$ cat src/rtl/turfio_cin_lock_multi.sv
// Multi-lane CIN nibble deserializer with training-pattern word alignment.
// Each lane hunts for TRAIN_PATTERN by slipping its word boundary, then locks and streams words.
module turfio_cin_lock_multi #(
    parameter int          NLANES        = 1,
    parameter logic [31:0] TRAIN_PATTERN = 32'hA55A6996,
    parameter int          LOCK_COUNT    = 4,
    parameter int          MAX_SLIPS     = 16,
    parameter int          ERR_W         = 16
) (
    input  logic                    aclk_i,
    input  logic                    rst_i,
    input  logic [4*NLANES-1:0]     cin_i,
    input  logic                    cin_valid_i,
    input  logic [NLANES-1:0]       lock_req_i,
    input  logic [NLANES-1:0]       lock_rst_i,
    input  logic [NLANES-1:0]       bitslip_i,
    input  logic                    check_en_i,
    output logic [NLANES-1:0]       locked_o,
    output logic [NLANES-1:0]       fail_o,
    output logic [32*NLANES-1:0]    cin_parallel_o,
    output logic [NLANES-1:0]       cin_parallel_valid_o,
    output logic [ERR_W*NLANES-1:0] err_cnt_o
);

    typedef enum logic [1:0] {S_UNLOCKED, S_HUNT, S_LOCKED, S_FAIL} state_t;

    localparam logic [7:0] LAST_MATCH = 8'(LOCK_COUNT - 1);
    localparam logic [7:0] SLIP_LIMIT = 8'(MAX_SLIPS);

    for (genvar n = 0; n < NLANES; n++) begin : g_lane
        state_t           r_state;
        logic [31:0]      r_sr;
        logic [2:0]       r_phase;
        logic [7:0]       r_match;
        logic [7:0]       r_slips;
        logic             r_slip_pend;
        logic [ERR_W-1:0] r_err;
        logic             r_locked;
        logic             r_fail;
        logic [31:0]      r_par_p1;
        logic             r_vld_p1;

        logic [3:0]       w_nib;
        logic [31:0]      w_word;
        logic             w_bnd;
        logic             w_hit;
        logic             w_hold;
        logic             w_lrst;

        assign w_nib  = cin_i[4*n +: 4];
        assign w_word = {r_sr[27:0], w_nib};
        assign w_bnd  = cin_valid_i && (r_phase == 3'd7);
        assign w_hit  = (w_word == TRAIN_PATTERN);
        assign w_lrst = lock_rst_i[n];
        // A lock_rst cancels a pending slip before it can hold the phase.
        assign w_hold = r_slip_pend && !w_lrst;

        always_ff @(posedge aclk_i) begin
            if (rst_i) begin
                r_state     <= S_UNLOCKED;
                r_sr        <= '0;
                r_phase     <= '0;
                r_match     <= '0;
                r_slips     <= '0;
                r_slip_pend <= 1'b0;
                r_err       <= '0;
                r_locked    <= 1'b0;
                r_fail      <= 1'b0;
                r_par_p1    <= '0;
                r_vld_p1    <= 1'b0;
            end else begin
                r_vld_p1 <= 1'b0;
                if (cin_valid_i) begin
                    r_sr        <= w_word;
                    r_slip_pend <= 1'b0;
                    if (!w_hold) begin
                        r_phase <= r_phase + 3'd1;
                    end
                end
                if (w_lrst) begin
                    r_state     <= S_UNLOCKED;
                    r_match     <= '0;
                    r_slips     <= '0;
                    r_slip_pend <= 1'b0;
                    r_err       <= '0;
                    r_locked    <= 1'b0;
                    r_fail      <= 1'b0;
                end else begin
                    unique case (r_state)
                        S_UNLOCKED: begin
                            if (lock_req_i[n]) begin
                                r_state <= S_HUNT;
                                r_match <= '0;
                                r_slips <= '0;
                            end
                            if (bitslip_i[n]) begin
                                r_slip_pend <= 1'b1;
                            end
                        end
                        S_HUNT: begin
                            if (w_bnd) begin
                                if (w_hit) begin
                                    if (r_match == LAST_MATCH) begin
                                        r_state  <= S_LOCKED;
                                        r_locked <= 1'b1;
                                        r_err    <= '0;
                                    end else begin
                                        r_match <= r_match + 8'd1;
                                    end
                                end else begin
                                    r_match <= '0;
                                    if (r_slips == SLIP_LIMIT) begin
                                        r_state <= S_FAIL;
                                        r_fail  <= 1'b1;
                                    end else begin
                                        r_slip_pend <= 1'b1;
                                        r_slips     <= r_slips + 8'd1;
                                    end
                                end
                            end
                        end
                        S_LOCKED: begin
                            // boundary word -> output stage (p1)
                            if (w_bnd) begin
                                r_par_p1 <= w_word;
                                r_vld_p1 <= 1'b1;
                                if (check_en_i && !w_hit && !(&r_err)) begin
                                    r_err <= r_err + 1'b1;
                                end
                            end
                        end
                        S_FAIL: begin
                            r_fail <= 1'b1;
                        end
                    endcase
                end
            end
        end

        assign locked_o[n]                   = r_locked;
        assign fail_o[n]                     = r_fail;
        assign cin_parallel_o[32*n +: 32]    = r_par_p1;
        assign cin_parallel_valid_o[n]       = r_vld_p1;
        assign err_cnt_o[ERR_W*n +: ERR_W]   = r_err;
    end

endmodule

$ cat config.mk
export PLATFORM = sky130hd
export DESIGN_NAME = turfio_cin_lock_multi
export DESIGN_NICKNAME = d
export VERILOG_FILES = /design/src/rtl/turfio_cin_lock_multi.sv
export SDC_FILE = /design/constraint.sdc
export NUM_CORES = 1
export LEC_CHECK = 0
export ABC_CLOCK_PERIOD_IN_PS = 2300
export BUFFER_PORTS_ARGS = -buffer_cell sky130_fd_sc_hd__buf_2
export CORE_MARGIN = 10
export CORE_UTILIZATION = 50
export DETAILED_ROUTE_END_ITERATION = 16
export PLACE_DENSITY = 0.71
export SLEW_MARGIN = 30
export SYNTH_ARGS = -nofsm -noshare
export SYNTH_HDL_FRONTEND = slang
export SYNTH_SLANG_ARGS = --single-unit
export TNS_END_PERCENT = 10
$ cat constraint.sdc
create_clock -name aclk_i -period 2.3 [get_ports aclk_i]
set_input_delay 0.115 -clock aclk_i [delete_from_list [all_inputs] [get_ports aclk_i]]
set_output_delay 0.115 -clock aclk_i [all_outputs]
set_load 0.01 [all_outputs]
==> results.py, run 1 <==
metrics = {
    "placement": {
        "gp_congestion": 0.866,
        "hpwl_um": 7710,
        "portBuffers": 61,
        "post-place-ws_ns": 0.128,
        "postPlaceCellArea_mm2": 0.00491,
    },
    "yosys": {
        "synth_edf_count": 0,
        "synth_ff_type": "dfxtp_1",
        "ys_warn_count": 0,
        "postSynthAreaPerCell_um2": 8.46,
        "synth_fp_nets": 546,
        "async_flop_share_pct": 0,
        "ys_types": 57,
        "yosys.area.top_type": "dfxtp_1",
        "synth.top_cell.area_share_pct": 45.2,
        "synthCells": 529,
        "ys_seq_area_share_pct": 45.2,
        "ys_ff_latch": 101,
        "yosys-top-cells-area": "dfxtp_1, nand2_1, mux2i_1",
        "syn_area_mm2": 0.00447,
    },
    "clock_network": {
        "clkSlewWorstSetupHoldPaths_ns": 0.10,
        "clock_path_buffers": 2,
        "cts_sinks": 101,
        "cts_setup_buffers": 0,
        "htree_levels": 3,
        "clk_latency_ns": 0.38,
        "cts_buffers": 9,
        "cts_tree": "done",
        "root_buffer": "clkbuf_8",
    },
    "worst_setup_path": {
        "critPathRequiredTime_ns": 2.54,
        "cp_max_fo": 10,
        "critical_path.endpoint_type": "flip-flop",
        "r2r_slack_ns": 0.22,
        "cp-start-kind": "flip-flop",
        "worstSetupPathType": "reg2reg",
        "worstPathArrival_ns": 2.32,
    },
    "timing": {
        "drv_slew": 0,
        "whs_ns": 0.00997,
        "tns_ns": 0,
        "hold_viol": 0,
        "fin_skew_ns": 0.0112,
        "setup_viol": 0,
        "min_period_over_period_pct": 90.6,
        "slew_headroom_pct": 60.5,
        "rsz0062_at_grt": "no",
        "max_freq_mhz": 480,
        "min_period_ns": 2.08,
        "setup_ws_ns": 0.216,
        "timing_worst_slew_pin_value_ns": 0.592,
    },
    "global_routing": {
        "grt_max_degree": 39,
        "track_usage_pct": 16.6,
        "grt.overflow.total": 0,
        "antenna_found_initial": 0,
        "grt_pass1_vias": 3746,
        "grt_pass1_wl_um": 18100,
    },
    "routing": {
        "final_antenna_net_count": 0,
        "vias": 3923,
        "drc_errors": 0,
        "drt-pass1-iter-count": 5,
        "wl_um": 10900,
        "wl_per_cell_um": 15.6,
        "routed_via_density": 5.60,
        "drt_iter0_drc": 237,
    },
    "floorplanning": {
        "core_mm2": 0.00872,
        "die_w_um": 115,
        "fp.dieArea_mm2": 0.0131,
        "die_y_um": 115,
        "ios": 62,
        "rows": 34,
        "start_util_pct": 51.3,
    },
    "layout": {
        "drive_above_1_share_pct": 20.2,
        "antennaDiodeCount": 0,
        "post-route-util_pct": 59.0,
        "nets": 605,
        "syn_to_final_growth_pct": 15.1,
        "final_cell_area_mm2": 0.00515,
    },
    "pwr": {
        "p_per_area_mw_per_mm2": 621,
        "ir_drop_uv": 423,
        "leakagePower_nw": 2.06,
    },
    "status": {
        "status": "complete, no violations",
    },
    "worst_hold_path": {
        "min_path_type": "in2reg",
    },
    "job": {
        "cap_violations": 0,
    },
}
-- synth_stat cells, drive strengths merged, types with 3 or more instances --
| cell | count |
|---|---|
| xnor2 | 5 |
| and3 | 4 |
| buf | 8 |
| and4bb | 6 |
| nand3 | 10 |
| clkbuf | 22 |
| nor2b | 3 |
| nand4 | 6 |
| a31oi | 5 |
| mux2 | 6 |
| inv | 10 |
| dfxtp | 101 |
| nor4 | 5 |
| and2 | 7 |
| nor3 | 18 |
| a41oi | 4 |
| mux2i | 32 |
| nand2 | 88 |
| nor2 | 71 |
| or3 | 3 |
| nor3b | 4 |
| ha | 6 |
| o21ai | 20 |
| a21oi | 54 |
-- worst paths after layout --
path | cells after the start | endpoint | from
max | 8 | err_cnt_o[14] | g_lane[0].r_match[0]
min | 3 | cin_parallel_o[1] | cin_i[1]
max reg2reg | 8 | err_cnt_o[14] | g_lane[0].r_match[0]
min reg2reg | 2 | cin_parallel_o[3] | cin_parallel_o[3]
-- cell families after synthesis --
logic type | Yosys count | synth area share, %
AOI/OAI and AO/OA | 101 | 13.2
xor gates and xnor gates | 6 | 1.17
adders and majority gates | 6 | 1.68
buffers and inverters | 40 | 3.80
DFF | 101 | 45.2
muxes | 38 | 8.67
and+or+nand+nor | 237 | 26.3
-- placed cells by master, fill, tap and decap left out, drive strengths merged, types with 4 or more instances in the layout --
| master | netlist | layout |
|---|---|---|
| nand4 | 6 | 6 |
| a31oi | 5 | 5 |
| inv | 10 | 13 |
| a21oi | 54 | 54 |
| nor3 | 18 | 18 |
| xnor2 | 5 | 5 |
| and3 | 4 | 4 |
| nor2 | 71 | 71 |
| and2 | 7 | 7 |
| nand3 | 10 | 10 |
| nand2 | 88 | 88 |
| o21ai | 20 | 20 |
| buf | 8 | 77 |
| clkbuf | 22 | 9 |
| mux2i | 32 | 32 |
| dfxtp | 101 | 101 |
| and4bb | 6 | 6 |
| nor3b | 4 | 4 |
| ha | 6 | 6 |
| nor4 | 5 | 5 |
| mux2 | 6 | 6 |
| a41oi | 4 | 4 |
-- area by class of cell --
type,instances,area (um^2)
Multi-Input combinational cell,388,2290
Inverter,10,37.5
Tap cell,108,135
Clock buffer,9,124
Fill cell,774,3570
Sequential cell,101,2020
Clock inverter,7,104
Timing Repair Buffer,78,435
-- per-stage QoR --
step	cells	power, mW
6_report	701	3.20
5_1_grt	701	3.31
4_1_cts	701	3.21
3_5_place_dp	684	1.94
3_3_place_gp	684	1.94
2_1_floorplan	529	1.90
-- critical path, stage by stage, from the launching register on --
cell     delay (ns)
dfxtp_1        0.39
ha_1           0.23
nor4b_1        0.29
nand2_1        0.13
nor3_1         0.28
mux2i_1        0.16
buf_4          0.20
nor3b_1        0.20
nor3_1         0.06
-- per-layer routing --
layer	GRT usage, %	vias to the layer above	wire length, um
met3	4.35	12	657
met2	28.5	98	5530
met1	19.6	1859	4630
met5	0	-	0
met4	4.93	0	134
li1	-	1954	-
-- repair_timing --
action                     in CTS  in global routing
setup endpoints to repair       0                  5
hold endpoints to repair        1                  0
hold buffers                    1                  0
resized for setup               0                  3
-- registers in the layout (all words and copies together), names as in the netlist --
name	flops
g_lane.r_phase	3
g_lane.r_state	2
err_cnt_o	16
g_lane.r_match	8
locked_o	1
cin_parallel_valid_o	1
cin_parallel_o	32
g_lane.r_slip_pend	1
g_lane.r_slips	8
fail_o	1
g_lane.r_sr	28
-- report_power, final --
part	leakage (nW)	switching (mW)	internal [mW]
Clock	0.114	0.663	0.630
Combinational	1.13	0.0813	0.0467
Sequential	0.815	0.0158	1.76
(Power assumes the default switching activity.)
==> run 2: changes to the inputs <==
Settings changed: CORE_MARGIN 10 to 3.
==> results.py, run 2 (same netlist as run 1, synthesis figures left out) <==
metrics = {
    "status": {
        "status": "complete, no violations",
    },
    "global_routing": {
        "track_usage_pct": 21.2,
        "grt_pass1_vias": 3650,
        "met1_usage_pct": 27.3,
        "use_met2_pct": 34.8,
        "grt.overflow.total": 0,
        "grt_pass1_wl_um": 17300,
        "grtUsageMet3_pct": 6.09,
        "antenna_found_initial": 0,
        "busiest_layer": "met2",
        "grt_max_degree": 65,
    },
    "clock_network": {
        "cts_setup_buffers": 0,
        "cts_tree": "done",
        "cts_buffers": 9,
        "cts_sinks": 101,
        "htree_levels": 3,
        "clock_path_buffers": 2,
        "clk_latency_ns": 0.37,
        "clkSlewWorstSetupHoldPaths_ns": 0.10,
        "root_buffer": "clkbuf_8",
    },
    "routing": {
        "final_antenna_net_count": 0,
        "wl_per_cell_um": 14.9,
        "drc_errors": 0,
        "routed_via_density": 5.58,
        "drt_iter0_drc": 205,
        "wl_um": 10500,
        "drt-pass1-iter-count": 5,
        "vias": 3922,
    },
    "layout": {
        "post-route-util_pct": 61.0,
        "antennaDiodeCount": 0,
        "nets": 610,
        "syn_to_final_growth_pct": 15.4,
        "largest_reg_flops": 32,
        "layout_common_cells": "dfxtp_1, nand2_1, nor2_1",
        "drive_above_1_share_pct": 21.4,
        "final_common_cell": "dfxtp_1",
        "final_cell_area_mm2": 0.00516,
    },
    "floorplanning": {
        "rows": 33,
        "fp.dieArea_mm2": 0.0101,
        "die_y_um": 101,
        "start_util_pct": 52.9,
        "core_mm2": 0.00846,
        "die_w_um": 101,
        "ios": 62,
    },
    "timing": {
        "timing_worst_slew_pin_value_ns": 0.616,
        "max_freq_mhz": 457,
        "min_period_ns": 2.19,
        "hold_viol": 0,
        "setup_ws_ns": 0.111,
        "rsz0062_at_grt": "yes",
        "min_period_over_period_pct": 95.2,
        "setup_viol": 0,
        "fin_skew_ns": 0.0111,
        "slew_headroom_pct": 58.1,
        "tns_ns": 0,
        "drv_slew": 0,
    },
    "placement": {
        "hpwl_um": 7370,
        "portBuffers": 61,
        "post-place-ws_ns": -0.00426,
        "gp_congestion": 0.884,
        "postPlaceCellArea_mm2": 0.00494,
    },
    "worst_setup_path": {
        "critical_path.endpoint_type": "flip-flop",
        "slowest_delay_ns": 0.53,
        "worstSetupPathType": "in2reg",
        "path_buf_inv": 2,
        "path_cells": "dlygate4sd3_1 > buf_2 > and4bb_2 > nand4_2 > or2_2 > nor3_4 > a41oi_1 > a311oi_1",
        "cp_max_fo": 15,
        "cp-start-kind": "input port",
        "path_delay_family": "simple AND/OR/NAND/NOR gates",
        "critPathRequiredTime_ns": 2.58,
        "crit_slowest_cell": "dlygate4sd3_1",
        "worstPathArrival_ns": 2.47,
    },
    "pwr": {
        "leakagePower_nw": 2.07,
        "p_per_area_mw_per_mm2": 584,
        "finalPower_mw": 3.02,
        "ir_drop_uv": 358,
    },
    "job": {
        "cap_violations": 0,
    },
    "worst_hold_path": {
        "min_path_type": "in2reg",
    },
}
-- run 2: metal layers --
metal	share of wire [%]	up-vias
met5	0	-
met4	0.91	0
met3	4.7	8
met2	49	84
met1	46	1861
li1	-	1969
-- run 2: area by class of cell --
cell class / instances / area (um^2)
Multi-Input combinational cell: 388 / 2300
Fill cell: 763 / 3300
Sequential cell: 101 / 2020
Clock buffer: 9 / 124
Inverter: 10 / 37.5
Clock inverter: 7 / 77.6
Timing Repair Buffer: 83 / 473
Tap cell: 105 / 131
-- run 2: report_power, final --
| group | internal [mW] | switching (mW) |
|---|---|---|
| Combinational | 0.0456 | 0.0793 |
| Clock | 0.429 | 0.685 |
| Sequential | 1.76 | 0.0150 |
-- run 2: timing repair --
action,CTS,global route
endpoints found under the setup margin,2,13
hold buffers,1,0
endpoints found under the hold margin,1,0
gates resized for setup,1,4
pin swaps,0,1
-- run 2: metrics by stage --
step	hold WS (ns)	std cells
6_report	0.0169	703
5_1_grt	0.0150	703
4_1_cts	0.00984	703
3_5_place_dp	0.399	686
3_3_place_gp	0.365	686
2_1_floorplan	0.251	529
-- run 2: path summary, 6_finish.rpt --
path / cells after the start / slack (ns) / start / to
worst max-delay path: 8 / 0.11 / cin_i[0] / g_lane[0].r_match[7]
worst min-delay path: 3 / 0.02 / bitslip_i / g_lane[0].r_slip_pend
worst max register to register: 6 / 0.14 / g_lane[0].r_sr[23] / g_lane[0].r_match[7]
worst min register to register: 2 / 0.46 / cin_parallel_o[20] / cin_parallel_o[20]
-- run 2: worst min-delay path, delay by kind of cell --
| family | cells | cell delay [ns] |
|---|---|---|
| buffers and inverters | 1 | 0.08 |
| AOI/OAI and AO/OA | 1 | 0.06 |
| and+or+nand+nor | 1 | 0.09 |
